==> config.mk <==
export PLATFORM = sky130hd
export DESIGN_NAME = uart_hamming_rx
export DESIGN_NICKNAME = d
export VERILOG_FILES = /design/src/rtl/uart_hamming_pkg.sv /design/src/rtl/hamming12_decoder.sv /design/src/rtl/uart_hamming_rx.sv
export SDC_FILE = /design/constraint.sdc
export NUM_CORES = 1
export LEC_CHECK = 0
export CAP_MARGIN = 10
export CORE_AREA = 2 2 72 74
export CTS_BUF_LIST = sky130_fd_sc_hd__clkbuf_4 sky130_fd_sc_hd__clkbuf_8
export CTS_CLUSTER_SIZE = 10
export DETAILED_ROUTE_END_ITERATION = 10
export DIE_AREA = 0 0 74 76
export HOLD_SLACK_MARGIN = 0.05
export PLACE_DENSITY_LB_ADDON = 0.2
export SLEW_MARGIN = 0
export SYNTH_ARGS = -nofsm -noshare
export SYNTH_HDL_FRONTEND = slang
export SYNTH_SLANG_ARGS = --single-unit
==> constraint.sdc <==
create_clock -name clk -period 2.5 [get_ports clk]
set_input_delay 0.375 -clock clk [delete_from_list [all_inputs] [get_ports clk]]
set_output_delay 0.375 -clock clk [all_outputs]
set_load 0.02 [all_outputs]
==> src/rtl/uart_hamming_pkg.sv <==
// Shared constants, FSM states and codeword bit positions for the Hamming(12,8) UART receiver.
package uart_hamming_pkg;

    localparam int unsigned CYCLES_PER_BIT_DEFAULT = 868;
    localparam int unsigned FRAME_BITS             = 12;
    localparam int unsigned SYN_MAX_CORRECTABLE    = 12;

    typedef enum logic [2:0] {
        StIdle,
        StStart,
        StData,
        StStop,
        StDone
    } rx_state_e;

    // Bit index of each field; Hamming position n lives at bit n-1.
    localparam int unsigned P1_BIT = 0;
    localparam int unsigned P2_BIT = 1;
    localparam int unsigned D0_BIT = 2;
    localparam int unsigned P4_BIT = 3;
    localparam int unsigned D1_BIT = 4;
    localparam int unsigned D2_BIT = 5;
    localparam int unsigned D3_BIT = 6;
    localparam int unsigned P8_BIT = 7;
    localparam int unsigned D4_BIT = 8;
    localparam int unsigned D5_BIT = 9;
    localparam int unsigned D6_BIT = 10;
    localparam int unsigned D7_BIT = 11;

endpackage

==> src/rtl/hamming12_decoder.sv <==
// Combinational Hamming(12,8) decoder: syndrome, single-bit correction, data extraction.
module hamming12_decoder
    import uart_hamming_pkg::*;
(
    input  logic [FRAME_BITS-1:0] codeword_i,
    output logic [7:0]            data_o,
    output logic [3:0]            syndrome_o,
    output logic                  corrected_o,
    output logic                  uncorrectable_o
);

    logic [3:0]            syn;
    logic [FRAME_BITS-1:0] fixed;
    logic [FRAME_BITS-1:0] flip_mask;

    always_comb begin
        syn[0] = codeword_i[P1_BIT] ^ codeword_i[D0_BIT] ^ codeword_i[D1_BIT] ^
                 codeword_i[D3_BIT] ^ codeword_i[D4_BIT] ^ codeword_i[D6_BIT];
        syn[1] = codeword_i[P2_BIT] ^ codeword_i[D0_BIT] ^ codeword_i[D2_BIT] ^
                 codeword_i[D3_BIT] ^ codeword_i[D5_BIT] ^ codeword_i[D6_BIT];
        syn[2] = codeword_i[P4_BIT] ^ codeword_i[D1_BIT] ^ codeword_i[D2_BIT] ^
                 codeword_i[D3_BIT] ^ codeword_i[D7_BIT];
        syn[3] = codeword_i[P8_BIT] ^ codeword_i[D4_BIT] ^ codeword_i[D5_BIT] ^
                 codeword_i[D6_BIT] ^ codeword_i[D7_BIT];

        flip_mask       = {{(FRAME_BITS-1){1'b0}}, 1'b1} << (syn - 4'd1);
        fixed           = codeword_i;
        corrected_o     = 1'b0;
        uncorrectable_o = 1'b0;
        if (32'(syn) > SYN_MAX_CORRECTABLE) begin
            uncorrectable_o = 1'b1;
        end else if (syn != 4'd0) begin
            fixed       = codeword_i ^ flip_mask;
            corrected_o = 1'b1;
        end

        syndrome_o = syn;
        data_o     = {fixed[D7_BIT], fixed[D6_BIT], fixed[D5_BIT], fixed[D4_BIT],
                      fixed[D3_BIT], fixed[D2_BIT], fixed[D1_BIT], fixed[D0_BIT]};
    end

endmodule

==> src/rtl/uart_hamming_rx.sv <==
// UART receiver for 12-bit Hamming-coded frames (start, 12 bits MSB first, stop).
// Reports the corrected byte with error flags as a one-cycle data_valid pulse.
module uart_hamming_rx
    import uart_hamming_pkg::*;
#(
    parameter int unsigned CYCLES_PER_BIT = CYCLES_PER_BIT_DEFAULT,
    parameter int unsigned SAMPLE_POINT   = CYCLES_PER_BIT / 2
) (
    input  logic       clk,
    input  logic       reset,
    input  logic       serial_in,
    output logic [7:0] data_out,
    output logic       data_valid,
    output logic       err_corrected,
    output logic       err_uncorrectable,
    output logic       err_frame,
    output logic [3:0] syndrome,
    output logic       busy
);

    localparam int unsigned CNT_W     = $clog2(CYCLES_PER_BIT);
    localparam int unsigned BIT_CNT_W = $clog2(FRAME_BITS);
    localparam logic [CNT_W-1:0]     BIT_LAST    = CNT_W'(CYCLES_PER_BIT - 1);
    localparam logic [CNT_W-1:0]     SAMPLE_LAST = CNT_W'(SAMPLE_POINT - 1);
    localparam logic [BIT_CNT_W-1:0] FRAME_LAST  = BIT_CNT_W'(FRAME_BITS - 1);

    rx_state_e             state_q;
    logic                  rx_meta_q, rx_s_q, rx_prev_q;
    logic [CNT_W-1:0]      cnt_q;
    logic [BIT_CNT_W-1:0]  bit_cnt_q;
    logic [FRAME_BITS-1:0] shift_q;
    logic [7:0]            data_out_q;
    logic [3:0]            syndrome_q;
    logic                  data_valid_q, err_corrected_q, err_uncorrectable_q, err_frame_q;

    logic [7:0] dec_data;
    logic [3:0] dec_syndrome;
    logic       dec_corrected, dec_uncorrectable;

    hamming12_decoder u_decoder (
        .codeword_i      (shift_q),
        .data_o          (dec_data),
        .syndrome_o      (dec_syndrome),
        .corrected_o     (dec_corrected),
        .uncorrectable_o (dec_uncorrectable)
    );

    // Synchronizer and edge history reset to idle-high so reset never looks like a start edge.
    always_ff @(posedge clk) begin
        if (reset) begin
            rx_meta_q <= 1'b1;
            rx_s_q    <= 1'b1;
            rx_prev_q <= 1'b1;
        end else begin
            rx_meta_q <= serial_in;
            rx_s_q    <= rx_meta_q;
            rx_prev_q <= rx_s_q;
        end
    end

    always_ff @(posedge clk) begin
        if (reset) begin
            state_q             <= StIdle;
            cnt_q               <= '0;
            bit_cnt_q           <= '0;
            shift_q             <= '0;
            data_out_q          <= '0;
            syndrome_q          <= '0;
            data_valid_q        <= 1'b0;
            err_corrected_q     <= 1'b0;
            err_uncorrectable_q <= 1'b0;
            err_frame_q         <= 1'b0;
        end else begin
            data_valid_q <= 1'b0;
            unique case (state_q)
                StIdle: begin
                    cnt_q     <= '0;
                    bit_cnt_q <= '0;
                    // Needs a 1->0 transition, so a line stuck low after a bad stop bit waits.
                    if (rx_prev_q && !rx_s_q) begin
                        state_q <= StStart;
                    end
                end
                StStart: begin
                    if (cnt_q == SAMPLE_LAST) begin
                        cnt_q   <= '0;
                        state_q <= rx_s_q ? StIdle : StData;
                    end else begin
                        cnt_q <= cnt_q + 1'b1;
                    end
                end
                StData: begin
                    if (cnt_q == BIT_LAST) begin
                        cnt_q   <= '0;
                        shift_q <= {shift_q[FRAME_BITS-2:0], rx_s_q};
                        if (bit_cnt_q == FRAME_LAST) begin
                            state_q <= StStop;
                        end else begin
                            bit_cnt_q <= bit_cnt_q + 1'b1;
                        end
                    end else begin
                        cnt_q <= cnt_q + 1'b1;
                    end
                end
                StStop: begin
                    if (cnt_q == BIT_LAST) begin
                        cnt_q               <= '0;
                        state_q             <= StDone;
                        data_valid_q        <= 1'b1;
                        data_out_q          <= dec_data;
                        syndrome_q          <= dec_syndrome;
                        err_corrected_q     <= dec_corrected;
                        err_uncorrectable_q <= dec_uncorrectable;
                        err_frame_q         <= ~rx_s_q;
                    end else begin
                        cnt_q <= cnt_q + 1'b1;
                    end
                end
                StDone: begin
                    state_q <= StIdle;
                end
                default: begin
                    state_q <= StIdle;
                end
            endcase
        end
    end

    assign data_out          = data_out_q;
    assign data_valid        = data_valid_q;
    assign err_corrected     = err_corrected_q;
    assign err_uncorrectable = err_uncorrectable_q;
    assign err_frame         = err_frame_q;
    assign syndrome          = syndrome_q;
    assign busy              = (state_q != StIdle);

endmodule

==> results_dict.tcl <==
set metrics [dict create \
    status "completed" \
    cp.required_ns 2.74 \
    placed_area_sq_um 2850 \
    cellPowerDensity_nw_per_um2 462 \
    cts_hold_buffers 0 \
    yosysSeqAreaShare_pct 36.9 \
    clkTransAtPathRegs_ns 0.09 \
    start_kind "register" \
    async_reset_ff_share_pct 0 \
    portBuffers 19 \
    max_stage_delay_ns 0.68 \
    critPathKind "register to register" \
    ys.flop_type "dfxtp_1" \
    wl_per_cell_um 12.7 \
    peakVddDrop_uv 235 \
    grt_usage_pct 18.2 \
    cts.sinks 48 \
    synth_seq_cells 48 \
    cts_max_level 2 \
    drv_slew 0 \
    ioPinCount 20 \
    root_buffer "clkbuf_8" \
    n_antenna_cell 0 \
    synth_area_sq_um 2610 \
    crit_chain "inv_1 > ha_1 > or4bb_1 > o31ai_1 > mux2i_1 > or3b_2 > a21oi_1" \
    finalClockSkew_ns 0.00931 \
    die_h_um 76 \
    grt_overflow 0 \
    setup_violations 0 \
    yosys.area.top_type_share_pct 36.9 \
    drive_gt1_share_pct 15.2 \
    slew_headroom_pct 42.8 \
    clkLatencyLatePin_ns 0.30 \
    fin_crit_sh_pct 91.1 \
    clk_path_buf_depth 2 \
    area_growth_pct 13.5 \
    cp_max_fo 12 \
    finish.instance_area_sq_um 2960 \
    cts_tree "yes" \
    die_w_um 74 \
    syn_avg_cell_area_sq_um 9.21 \
    yosysWarnings 0 \
    min-delay-path-class "register to register" \
    fin_tns_setup_ns 0 \
    fin_nets 302 \
    maxCapViolCount 0 \
    die-area_sq_um 5620 \
    drt_iter0_markers 147 \
    wl_um 4660 \
    crit_slowest_cell "mux2i_1" \
    via_per_inst 5.32 \
    grt_pass1_wl_um 8150 \
    p_leak_nw 1.11 \
    synth_cell_type_count 55 \
    synth_area_leaders "dfxtp_1, mux2i_1, nor2_1" \
    critPathTopFamily "simple AND/OR/NAND/NOR gates" \
    drc_errors 0 \
    rsz0062_at_grt "false" \
    synth_edf_count 0 \
    hold_violations 0 \
    grt_pass1_vias 1773 \
    worst_setup_path_end_kind "register" \
    dp.cells 359 \
    post_cts_buffers 0 \
    syn_inst 283 \
    antenna_found_initial 0 \
    cp_num_buf_inv 1 \
    cts_resized 0 \
    yosys.area.top_type "dfxtp_1" \
    cts_buffers 5 \
    rows 26 \
    worstPathArrival_ns 2.52 \
    max_freq_mhz 439 \
    grt_max_degree 29 \
    worst_pin_slew_ns 0.833 \
    firstDrtPassIters 4 \
    core-area_sq_um 4910 \
    vias 1953 \
    finalNonFillerCells 367 \
    initial_utilization_pct 53.1 \
    postRouteAntennaNets 0 \
    syn_nets 289 \
    gp_congestion 0.817 \
    period_minus_slack_ns 2.28 \
    place_hpwl_um 3240 \
]
cell type report:
type | count | area (sq um)
tap | 70 | 87.6
fill | 445 | 1950
clock buffer | 6 | 76.3
inverter | 5 | 18.8
clock inverter | 2 | 35.0
timing repair buffer | 28 | 265
sequential | 48 | 961
multi-input combinational | 208 | 1510
where the power goes:
| part | switching (mW) | internal (mW) |
|---|---|---|
| logic | 0.0230 | 0.0118 |
| clock network | 0.252 | 0.308 |
| registers | 0.00400 | 0.767 |
| total | 0.279 | 1.09 |
path summary, 6_finish.rpt:
check	slack (ns)	depth (start not counted)	end	from
worst max register to register	0.22	7	cnt_q[0]$_SDFFE_PP0P_	cnt_q[1]$_SDFFE_PP0P_
worst min register to register	0.42	1	rx_s_q$_SDFF_PP1_	rx_meta_q$_SDFF_PP1_
worst max-delay path	0.22	7	cnt_q[0]$_SDFFE_PP0P_	cnt_q[1]$_SDFFE_PP0P_
worst min-delay path	0.42	1	rx_s_q$_SDFF_PP1_	rx_meta_q$_SDFF_PP1_
layer usage:
metal | global-route usage (%) | vias to the layer above | part of all wire, %
met2 | 25.5 | 39 | 45
met4 | 6.73 | 0 | 1.3
met3 | 4.63 | 5 | 3.8
met5 | 0 | - | 0
li1 | - | 1010 | -
met1 | 26.8 | 899 | 50
worst register-to-register path, delay by kind of cell, from the launching register on:
| kind | cells | cell delay (ns) |
|---|---|---|
| adders and majority gates | 1 | 0.16 |
| DFF | 1 | 0.39 |
| and+or+nand+nor | 2 | 0.69 |
| muxes | 1 | 0.68 |
| AOI/OAI and AO/OA | 2 | 0.22 |
| buffers and inverters | 1 | 0.06 |
flip-flops by register name, summed over array words and instances (netlist names), 3 cells and up:
register   flops
shift_q       12
cnt_q         10
data_out       8
bit_cnt_q      4
syndrome       4
state_q        3
layout by cell type, fill, tap and decap left out, types with 2 or more instances in the layout:
cell | netlist | layout
nand3b_1 | 2 | 2
xor2_1 | 6 | 6
a31oi_1 | 4 | 4
nand4b_1 | 4 | 4
or2_2 | 4 | 4
nand3_1 | 8 | 8
dfxtp_1 | 48 | 48
nor2_1 | 36 | 36
and3_1 | 2 | 2
clkdlybuf4s50_1 | 0 | 18
nor4b_1 | 2 | 2
inv_1 | 5 | 5
nor4b_2 | 2 | 2
nand4_1 | 3 | 3
and2_1 | 6 | 6
buf_4 | 0 | 8
xnor3_1 | 2 | 2
clkbuf_8 | 0 | 5
nor3_1 | 9 | 9
a22oi_1 | 2 | 2
nor4_1 | 3 | 3
xnor2_1 | 13 | 13
ha_1 | 3 | 3
nand2_1 | 27 | 27
a211oi_2 | 8 | 8
o21ai_0 | 7 | 7
a21oi_1 | 12 | 12
a211oi_1 | 3 | 3
nand2b_1 | 2 | 2
mux2i_1 | 14 | 14
cells by family after synthesis:
family	Yosys count	synth area share [%]
adder cells (fa/ha/maj)	3	1.44
AND/OR/NAND/NOR	121	25.0
multiplexers	15	5.81
XOR/XNOR	26	12.8
buffers and inverters	27	5.04
flip-flops	48	36.9
AO/OA/AOI/OAI	43	13.1
through the flow:
stage               setup WS (ns)  hold slack (ns)  util (%)  total power [mW]
finish                      0.223            0.415      60.2              1.37
CTS                         0.202            0.418      60.2              1.38
global route               0.0138            0.433      60.2              1.42
global placement            0.326            0.392      57.9             0.824
detailed placement          0.224            0.398      57.9             0.824
floorplan                   0.465            0.389         -             0.815
cells in the mapped netlist (2+ instances only):
cell type	number
ha_1	3
nor4b_1	2
or2_2	4
buf_6	3
xnor2_1	13
buf_1	2
a211oi_2	8
nor3_1	9
a211oi_1	3
xor2_1	6
a22oi_1	2
nand2_1	27
nor4_1	3
and3_1	2
nand4b_1	4
clkbuf_1	11
buf_2	6
inv_1	5
and2_1	6
nand3b_1	2
a21oi_1	12
xnor3_1	2
o21ai_0	7
nand2b_1	2
dfxtp_1	48
mux2i_1	14
nand4_1	3
a31oi_1	4
nor2_1	36
nand3_1	8
nor4b_2	2
No activity file was read; power rests on OpenSTA's default activity.
